--- config.mk ---
export PLATFORM = sky130hd
export DESIGN_NAME = rst_release_seq_flat
export DESIGN_NICKNAME = d
export VERILOG_FILES = /design/src/rtl/rst_release_seq_if.sv /design/src/rtl/rst_release_seq.sv /design/src/flat_wrapper.sv
export SDC_FILE = /design/constraint.sdc
export NUM_CORES = 1
export LEC_CHECK = 0
export CAP_MARGIN = 15
export CORE_UTILIZATION = 48
export CTS_BUF_LIST = sky130_fd_sc_hd__clkbuf_4 sky130_fd_sc_hd__clkbuf_8
export CTS_CLUSTER_DIAMETER = 40
export CTS_CLUSTER_SIZE = 24
export DETAILED_ROUTE_END_ITERATION = 7
export PLACE_DENSITY_LB_ADDON = 0.25
export SYNTH_ARGS = -nofsm -noshare
export SYNTH_HDL_FRONTEND = slang
export SYNTH_SLANG_ARGS = --single-unit
--- constraint.sdc ---
create_clock -name CK -period 2.2 [get_ports CK]
set_input_delay 0.44 -clock CK [delete_from_list [all_inputs] [get_ports CK]]
set_output_delay 0.44 -clock CK [all_outputs]
set_load 0.01 [all_outputs]
--- src/rtl/rst_release_seq_if.sv ---
// Control/status bundle of the reset-release sequencer: software reset and
// hold requests in, staged domain resets and status out.
interface rst_release_seq_if #(
    parameter int unsigned N_DOMAINS = 4
);
    logic                               SW_RST_REQ;
    logic                               HOLD;
    logic [N_DOMAINS-1:0]               RN_OUT;
    logic                               RDY;
    logic [$clog2(N_DOMAINS+1)-1:0]     REL_CNT;
    logic [7:0]                         SW_RST_CNT;

    modport master (
        input  SW_RST_REQ,
        input  HOLD,
        output RN_OUT,
        output RDY,
        output REL_CNT,
        output SW_RST_CNT
    );

    modport slave (
        output SW_RST_REQ,
        output HOLD,
        input  RN_OUT,
        input  RDY,
        input  REL_CNT,
        input  SW_RST_CNT
    );
endinterface

--- src/rtl/rst_release_seq.sv ---
// Reset-release sequencer: asynchronous assertion from RN, synchronised and
// staged deassertion of per-domain active-low resets, with software re-run.
module rst_release_seq #(
    parameter int unsigned SYNC_STAGES = 2,
    parameter int unsigned N_DOMAINS   = 4,
    parameter int unsigned GAP         = 8,
    parameter int unsigned SW_PULSE    = 16
) (
    input  logic              CK,
    input  logic              RN,
    rst_release_seq_if.master bus
);

    localparam int unsigned CNT_MAX = (GAP > SW_PULSE) ? GAP : SW_PULSE;
    localparam int unsigned CW      = $clog2(CNT_MAX + 1);
    localparam int unsigned RW      = $clog2(N_DOMAINS + 1);

    typedef enum logic [2:0] {
        S_RESET,
        S_SYNC,
        S_STAGE,
        S_DONE,
        S_SWRST
    } state_t;

    state_t                 state_q, state_d;
    logic [CW-1:0]          cnt_q, cnt_d;
    logic [SYNC_STAGES-1:0] sync_q;
    logic [N_DOMAINS-1:0]   rn_out_q, rn_out_d;
    logic                   rdy_q, rdy_d;
    logic [RW-1:0]          rel_cnt_q, rel_cnt_d;
    logic [7:0]             sw_cnt_q, sw_cnt_d;

    logic sync_out;
    logic gap_done;
    logic pulse_done;
    logic all_rel;
    logic sw_req;

    assign sync_out   = sync_q[SYNC_STAGES-1];
    assign gap_done   = (cnt_q == CW'(GAP - 1));
    assign pulse_done = (cnt_q == CW'(SW_PULSE - 1));
    assign all_rel    = (rel_cnt_q == RW'(N_DOMAINS));
    assign sw_req     = bus.SW_RST_REQ && (state_q != S_RESET);

    // RN deassertion synchroniser; assertion clears the chain asynchronously.
    always_ff @(posedge CK or negedge RN) begin
        if (!RN) begin
            sync_q <= '0;
        end else begin
            sync_q <= {sync_q[SYNC_STAGES-2:0], 1'b1};
        end
    end

    always_ff @(posedge CK or negedge RN) begin
        if (!RN) begin
            state_q   <= S_RESET;
            cnt_q     <= '0;
            rn_out_q  <= '0;
            rdy_q     <= 1'b0;
            rel_cnt_q <= '0;
            sw_cnt_q  <= '0;
        end else begin
            state_q   <= state_d;
            cnt_q     <= cnt_d;
            rn_out_q  <= rn_out_d;
            rdy_q     <= rdy_d;
            rel_cnt_q <= rel_cnt_d;
            sw_cnt_q  <= sw_cnt_d;
        end
    end

    // The SYNC edge counts as the first of the GAP edges after bit 0, so
    // SYNC and STAGE share one step rule (the counter is 0 in SYNC).
    always_comb begin
        state_d = state_q;
        cnt_d   = cnt_q;
        if (sw_req) begin
            state_d = S_SWRST;
            cnt_d   = '0;
        end else begin
            case (state_q)
                S_RESET: begin
                    if (sync_out) begin
                        state_d = S_SYNC;
                    end
                end
                S_SYNC, S_STAGE: begin
                    if (!bus.HOLD) begin
                        if (gap_done) begin
                            cnt_d   = '0;
                            state_d = all_rel ? S_DONE : S_STAGE;
                        end else begin
                            cnt_d   = cnt_q + 1'b1;
                            state_d = S_STAGE;
                        end
                    end
                end
                S_SWRST: begin
                    if (pulse_done) begin
                        cnt_d   = '0;
                        state_d = S_STAGE;
                    end else begin
                        cnt_d = cnt_q + 1'b1;
                    end
                end
                S_DONE: begin
                    state_d = S_DONE;
                end
                default: begin
                    state_d = S_RESET;
                    cnt_d   = '0;
                end
            endcase
        end
    end

    always_comb begin
        rn_out_d  = rn_out_q;
        rdy_d     = rdy_q;
        rel_cnt_d = rel_cnt_q;
        sw_cnt_d  = sw_cnt_q;
        if (sw_req) begin
            rn_out_d  = '0;
            rdy_d     = 1'b0;
            rel_cnt_d = '0;
            if (sw_cnt_q != 8'hFF) begin
                sw_cnt_d = sw_cnt_q + 8'd1;
            end
        end else begin
            case (state_q)
                S_RESET: begin
                    if (sync_out) begin
                        rn_out_d  = N_DOMAINS'(1);
                        rel_cnt_d = RW'(1);
                    end
                end
                S_SYNC, S_STAGE: begin
                    if (!bus.HOLD && gap_done) begin
                        if (all_rel) begin
                            rdy_d = 1'b1;
                        end else begin
                            rn_out_d  = (rn_out_q << 1) | N_DOMAINS'(1);
                            rel_cnt_d = rel_cnt_q + 1'b1;
                        end
                    end
                end
                S_SWRST: begin
                    if (pulse_done) begin
                        rn_out_d  = N_DOMAINS'(1);
                        rel_cnt_d = RW'(1);
                    end
                end
                default: begin
                    rn_out_d = rn_out_q;
                end
            endcase
        end
    end

    assign bus.RN_OUT     = rn_out_q;
    assign bus.RDY        = rdy_q;
    assign bus.REL_CNT    = rel_cnt_q;
    assign bus.SW_RST_CNT = sw_cnt_q;

endmodule
--- src/flat_wrapper.sv ---
// flat-port wrapper written by rule: the top's interface ports become plain ports
module rst_release_seq_flat 
#(
    parameter int unsigned SYNC_STAGES = 2,
    parameter int unsigned N_DOMAINS   = 4,
    parameter int unsigned GAP         = 8,
    parameter int unsigned SW_PULSE    = 16
)
  (CK, RN, bus_SW_RST_REQ, bus_HOLD, bus_RN_OUT, bus_RDY, bus_REL_CNT, bus_SW_RST_CNT);
  rst_release_seq_if #(.N_DOMAINS(N_DOMAINS)) bus_i ();
  input  logic CK;
  input  logic RN;
  input wire logic [$bits(bus_i.SW_RST_REQ)-1:0] bus_SW_RST_REQ;
  input wire logic [$bits(bus_i.HOLD)-1:0] bus_HOLD;
  output wire logic [$bits(bus_i.RN_OUT)-1:0] bus_RN_OUT;
  output wire logic [$bits(bus_i.RDY)-1:0] bus_RDY;
  output wire logic [$bits(bus_i.REL_CNT)-1:0] bus_REL_CNT;
  output wire logic [$bits(bus_i.SW_RST_CNT)-1:0] bus_SW_RST_CNT;
  assign bus_i.SW_RST_REQ = bus_SW_RST_REQ;
  assign bus_i.HOLD = bus_HOLD;
  assign bus_RN_OUT = bus_i.RN_OUT;
  assign bus_RDY = bus_i.RDY;
  assign bus_REL_CNT = bus_i.REL_CNT;
  assign bus_SW_RST_CNT = bus_i.SW_RST_CNT;
  rst_release_seq #(.SYNC_STAGES(SYNC_STAGES), .N_DOMAINS(N_DOMAINS), .GAP(GAP), .SW_PULSE(SW_PULSE)) u_core (.CK(CK), .RN(RN), .bus(bus_i));
endmodule
==> qor.txt, run 1 <==
Final Max Slew Viols = 0
syn avg cell area = 10.2 µm²
Clk Latency, worst-skew pair = 0.34 ns
Comb pwr share = 0.425
CTS tree = done
Tot GR Track Use = 0.207
share of cells above drive strength 1 = 0.111
clk sinks = 26
Sw Share = 0.383
sw power = 0.728 mW
CTS Buf Count = 3
worst vdd ir = 0.735 mV
number of synthesized flops with an enable pin = 0
grt ovf = 0
Syn Nets = 149
die width = 56.5 µm
PD cells = 1120 nW/µm²
clock share of power = 0.180
Worst Max-Slew Pin Slew = 0.530 ns
fillers = 254
Final period util = 0.967
Total Nets Final = 173
Setup crit start kind = flop
P_leak = 0.756 nW
synthesized cell area = 1420 µm²
fin crit period = 2.13 ns
Multi-input gate area = 687 µm²
clock skew = 0.00596 ns
share of the synthesized area in the top cell type = 0.457
crit path kind = flop to flop
CP required = 2.44 ns
slowest stage cell, crit path = dfrtp_1
Rows = 19
FMAX = 0.470 GHz
Int Pwr = 1.17 mW
asr flop ratio synth = 1.00
DR WL/cell = 15.0 µm
min-delay worst type = flop to flop
Syn Inst Count = 139
Seq/Total Area, Yosys = 0.457
Yosys Warn Count = 0
first-pass GRT wire length = 5110 µm
final setup vio count = 0
1st-iter DRT viols = 34
root buf cell = clkbuf_4
most frequent cells in the layout = 26 x dfrtp_1, 19 x clkdlybuf4s50_1, 12 x inv_1, 12 x nor2_1, 8 x nand3_1
leading area contributor after synthesis = dfrtp_1
Crit Path Max Fanout = 8
max-slew headroom at the worst pin = 0.644
Core ar. = 2780 µm²
Worst-path clk slew = 0.16 ns
Pre-Repair DR Iteration Count = 4
Cell variety after synth = 44
top cells by area, synth = dfrtp_1 46%, ha_1 5.3%, inv_1 3.2%
maxcap violations = 0
status = finished clean
CP Capture Type = flop
vias per cell = 5.67
vias = 1095
Die Ht = 56.5 µm
Place WS = 0.135 ns
final hold violations = 0
GPL Wtd Cong = 0.783
most common cell after layout, fill and taps aside = dfrtp_1
largest net degree at the start of global routing = 27
worst path arrival time = 2.37 ns
vias in the first global route = 1112
FF+latch count, synth = 26
sequential cell area = 651 µm²
cell mode on critical path = ha_1
sequential share of power = 0.395
die area = 3190 µm²
crit-path cells = ha_1 -> nand3_1 -> inv_1 -> ha_1 -> nand2b_1 -> a21oi_2 -> o32ai_4 -> buf_4 -> a32o_1
DRT Wirelength = 2900 µm
DRC viols = 0
Worst path max stage delay = 0.44 ns
Starting Density = 0.512
Final ANT Viol Nets = 0
detailed placement HPWL = 1960 µm
Top FF cell, synth = dfrtp_1
IO buf count = 19
initial antenna violation count = 0
final worst slack = 0.0732 ns
Fin Hold WS = 0.375 ns
I/O pins = 20
clock tree buffer depth = 2
Diodes inserted = 0
htree depth = 1
Layout area overhead = 19.5%
==> worst max-delay path, delay by kind of cell, from the launching register on <==
kind,cells,cell delay [ns]
AO/OA/AOI/OAI,3,0.55
adder cells (fa/ha/maj),2,0.48
buffers and inverters,2,0.25
flip-flops,1,0.44
AND/OR/NAND/NOR,2,0.29
==> state kept, by name (all words and copies together) (netlist names) <==
name / cells
u_core.state_q: 3
u_core.sync_q: 2
u_core.bus.REL_CNT: 3
u_core.cnt_q: 5
u_core.bus.RN_OUT: 4
u_core.bus.RDY: 1
u_core.bus.SW_RST_CNT: 8
==> path summary, 6_finish.rpt <==
check,cells after the start,start,to,slack (ns)
worst min-delay path,0,u_core.sync_q[0],u_core.sync_q[1],0.38
worst min register to register,0,u_core.sync_q[0],u_core.sync_q[1],0.38
min in group asynchronous,2,RN,u_core.cnt_q[3],0.44
max in group asynchronous,2,RN,u_core.bus.RDY,1.51
worst max-delay path,9,u_core.cnt_q[0],u_core.bus.REL_CNT[2],0.07
worst max register to register,9,u_core.cnt_q[0],u_core.bus.REL_CNT[2],0.07
==> logic make-up after synthesis <==
family                     count (synthesis)  share of synthesized area
AOI/OAI and AO/OA                         29                      0.155
xor gates and xnor gates                   8                     0.0624
adders and majority gates                  6                     0.0527
buffers and inverters                     17                     0.0633
DFF                                       26                      0.457
muxes                                      1                    0.00791
other                                      1                    0.00263
and+or+nand+nor                           51                      0.199
==> Yosys cell counts (4+ instances only) <==
cell type  number
dfrtp_1        26
inv_1          12
nor2_1         12
nand3_1         8
a21oi_1         6
ha_1            6
nand2_1         5
o21ai_1         5
xor2_1          5
and3_1          4
nor3_1          4
==> per-layer routing <==
| metal | vias to the layer above | GRT usage | part of all wire |
|---|---|---|---|
| met4 | 0 | 0.0627 | 0.0059 |
| met1 | 531 | 0.271 | 0.47 |
| met3 | 2 | 0.0553 | 0.042 |
| met5 | - | 0 | 0 |
| li1 | 537 | - | - |
| met2 | 25 | 0.334 | 0.49 |
==> power by group through the flow <==
stage               Combinational, mW  Sequential [mW]  Clock [mW]
global route                    0.903            0.777       0.376
finish                          0.809            0.752       0.343
detailed placement              0.771            0.759           0
CTS                             0.776            0.751       0.346
global placement                0.753            0.750           0
floorplan                       0.547            0.729           0
==> repair_timing <==
action,CTS,global route
endpoints found under the hold margin,0,0
buffers inserted,0,2
resized for setup,0,2
endpoints found under the setup margin,0,2
hold buffers,0,0
==> layout make-up <==
cell class                      instances  area share
Timing Repair Buffer                   24       0.134
Multi-Input combinational cell         96       0.404
Clock buffer                            3      0.0132
Clock inverter                          1      0.0176
Sequential cell                        26       0.382
Inverter                               12      0.0265
Tap cell                               31      0.0228
==> per-stage QoR <==
| stage | std cells | cell area [µm²] | total power, mW | setup TNS [ns] | utilization |
|---|---|---|---|---|---|
| floorplan | 139 | 1420 | 1.28 | 0 | - |
| global placement | 187 | 1630 | 1.50 | 0 | 0.586 |
| detailed placement | 187 | 1630 | 1.53 | 0 | 0.586 |
| CTS | 191 | 1680 | 1.87 | 0 | 0.605 |
| global route | 193 | 1700 | 2.06 | -0.0126 | 0.612 |
| finish | 193 | 1700 | 1.90 | 0 | 0.612 |
Power figures use the tool's default switching activity.
==> run 2, diff against run 1 <==
CTS_BUF_LIST = sky130_fd_sc_hd__clkbuf_8   (was sky130_fd_sc_hd__clkbuf_4 sky130_fd_sc_hd__clkbuf_8)
==> run 2 against run 1 <==
Effect of this change:
- worst hold slack got worse by 0.013 ns
- clock skew up 0.0022 ns
- first-iteration DRC count up 47%
- final cell count unchanged
- largest power group unchanged
- wire length is 0.35% lower
- highest routed layer unchanged
- via count stayed put
- die area unchanged
- largest cell class unchanged
- critical path depth unchanged
- clock-buffer cell count is the same
==> qor.txt, run 2 (synthesis results as in run 1) <==
CP Capture Type = flop
crit path kind = flop to flop
Place WS = 0.135 ns (unchanged)
most frequent cells in the layout = 26 x dfrtp_1, 19 x clkdlybuf4s50_1, 12 x inv_1, 12 x nor2_1, 8 x nand3_1
Setup crit start kind = flop
worst vdd ir = 0.697 mV (-5.1%)
PD cells = 1140 nW/µm² (+2.1%)
crit-path cells = ha_1 -> nand3_1 -> inv_1 -> ha_1 -> nand2b_1 -> a21oi_2 -> o32ai_4 -> buf_2 -> a32o_1
slowest stage cell, crit path = dfrtp_1
Final Non-Filler Cells = 193 (unchanged)
Rows = 19 (unchanged)
clock tree buffer depth = 2 (unchanged)
met2 usage in global routing = 0.346 (+0.0118)
initial antenna violation count = 0 (unchanged)
CTS Buf Count = 3 (unchanged)
first-pass GRT wire length = 5030 µm (-1.5%)
Final ANT Viol Nets = 0 (unchanged)
I/O pins = 20 (unchanged)
Top delay family on crit path = compound AO/OA/AOI/OAI gates
DRT Wirelength = 2890 µm (-0.35%)
Starting Density = 0.512 (unchanged)
Fin Hold WS = 0.362 ns (-0.0134 ns)
met3 GRT Util = 0.0461 (-0.00922)
Pre-Repair DR Iteration Count = 4 (unchanged)
vias in the first global route = 1136 (+2.2%)
CTS tree = done
Final period util = 0.967 (about the same)
fillers = 248 (-2.4%)
Layout area overhead = 20.7%
Core ar. = 2780 µm² (unchanged)
buffers and inverters on the worst path = 2 (unchanged)
grt ovf = 0 (unchanged)
root buf cell = clkbuf_8
cell mode on critical path = ha_1
FMAX = 0.470 GHz (about the same)
clock skew = 0.00815 ns (+0.00219 ns)
Worst Max-Slew Pin Slew = 0.519 ns (-0.0110 ns)
IO buf count = 19 (unchanged)
Diodes inserted = 0 (unchanged)
Worst-path clk slew = 0.10 ns (-0.06 ns)
GRT Max-Usage Layer = met2
share of cells above drive strength 1 = 0.111 (unchanged)
max-slew headroom at the worst pin = 0.651 (+0.00739)
clk sinks = 26 (unchanged)
Clk Latency, worst-skew pair = 0.27 ns (-0.07 ns)
Worst path max stage delay = 0.42 ns (-0.02 ns)
vias per cell = 5.67 (unchanged)
sequential cell area = 651 µm² (unchanged)
fin crit period = 2.13 ns (+0.000541 ns)
M1 GR Usage = 0.257 (-0.0135)
htree depth = 1 (unchanged)
Crit Path Max Fanout = 8 (unchanged)
DRC viols = 0 (unchanged)
final worst slack = 0.0726 ns (-0.000541 ns)
worst path arrival time = 2.29 ns (-0.08 ns)
Multi-input gate area = 687 µm² (unchanged)
largest net degree at the start of global routing = 27 (unchanged)
Tot GR Track Use = 0.204 (-0.00245)
most common cell after layout, fill and taps aside = dfrtp_1
Total Nets Final = 173 (unchanged)
maxcap violations = 0 (unchanged)
setup TNS = 0 ns (unchanged)
vias = 1095 (unchanged)
1st-iter DRT viols = 50 (+47%)
min-delay worst type = flop to flop
Placed Cells = 187 (unchanged)
DR WL/cell = 15.0 µm (-0.35%)
die width = 56.5 µm (unchanged)
max FFs per register = 8 (unchanged)
P_leak = 0.763 nW (+0.90%)
GPL Wtd Cong = 0.783 (unchanged)
status = finished clean
die area = 3190 µm² (unchanged)
final hold violations = 0 (unchanged)
Power Total = 1.96 mW (+3.1%)
final setup vio count = 0 (unchanged)
CP required = 2.37 ns (-0.07 ns)
Die Ht = 56.5 µm (unchanged)
Final Max Slew Viols = 0 (unchanged)
detailed placement HPWL = 1960 µm (unchanged)
run 2: cell counts in the layout (fill, tap and decap cells not counted):
No cell type changed its count.
run 2: cell type report:
type | count | area share
Clock buffer | 3 | 0.0240
Tap cell | 31 | 0.0226
Sequential cell | 26 | 0.379
Clock inverter | 1 | 0.0175
Multi-Input combinational cell | 96 | 0.400
Inverter | 12 | 0.0262
Timing Repair Buffer | 24 | 0.131
run 2: repair_timing:
action,4_1_cts,5_1_grt
setup endpoints to repair,0,1
setup buffers,0,2
gates resized for setup,0,1
hold buffers,0,0
run 2: stage by stage:
stage / area [µm²] / utilization
6_report: 1720 / 0.618
5_1_grt: 1720 / 0.618
4_1_cts: 1700 / 0.612
3_5_place_dp: 1630 / 0.586
3_3_place_gp: 1630 / 0.586
2_1_floorplan: 1420 / -
run 2: routing by layer:
metal | wire length, µm | vias up
met2 | 1440 | 24
met5 | 0 | -
li1 | - | 537
met4 | 34 | 0
met1 | 1310 | 530
met3 | 102 | 4
run 2: where the power goes:
part | total [mW] | leakage [nW] | internal (mW) | switching [mW]
Sequential | 0.753 | 0.338 | 0.591 | 0.161
Combinational | 0.805 | 0.389 | 0.395 | 0.410
Clock | 0.404 | 0.0357 | 0.244 | 0.161
Total | 1.96 | 0.763 | 1.23 | 0.732
run 2: path summary, 6_finish.rpt:
check	startpoint	to	slack, ns	cells past startpoint
worst min register to register	u_core.sync_q[0]	u_core.sync_q[1]	0.36	0
worst min-delay path	u_core.sync_q[0]	u_core.sync_q[1]	0.36	0
max in group asynchronous	RN	u_core.cnt_q[1]	1.42	2
worst max-delay path	u_core.cnt_q[0]	u_core.bus.REL_CNT[2]	0.07	9
min in group asynchronous	RN	u_core.state_q[2]	0.52	2
worst max register to register	u_core.cnt_q[0]	u_core.bus.REL_CNT[2]	0.07	9
==> run 3, diff against run 2 <==
GPL_ROUTABILITY_DRIVEN = 0   (was unset)
==> results of run 3 <==
Same layout as run 2: the final DEF is identical, and so are final timing and power.
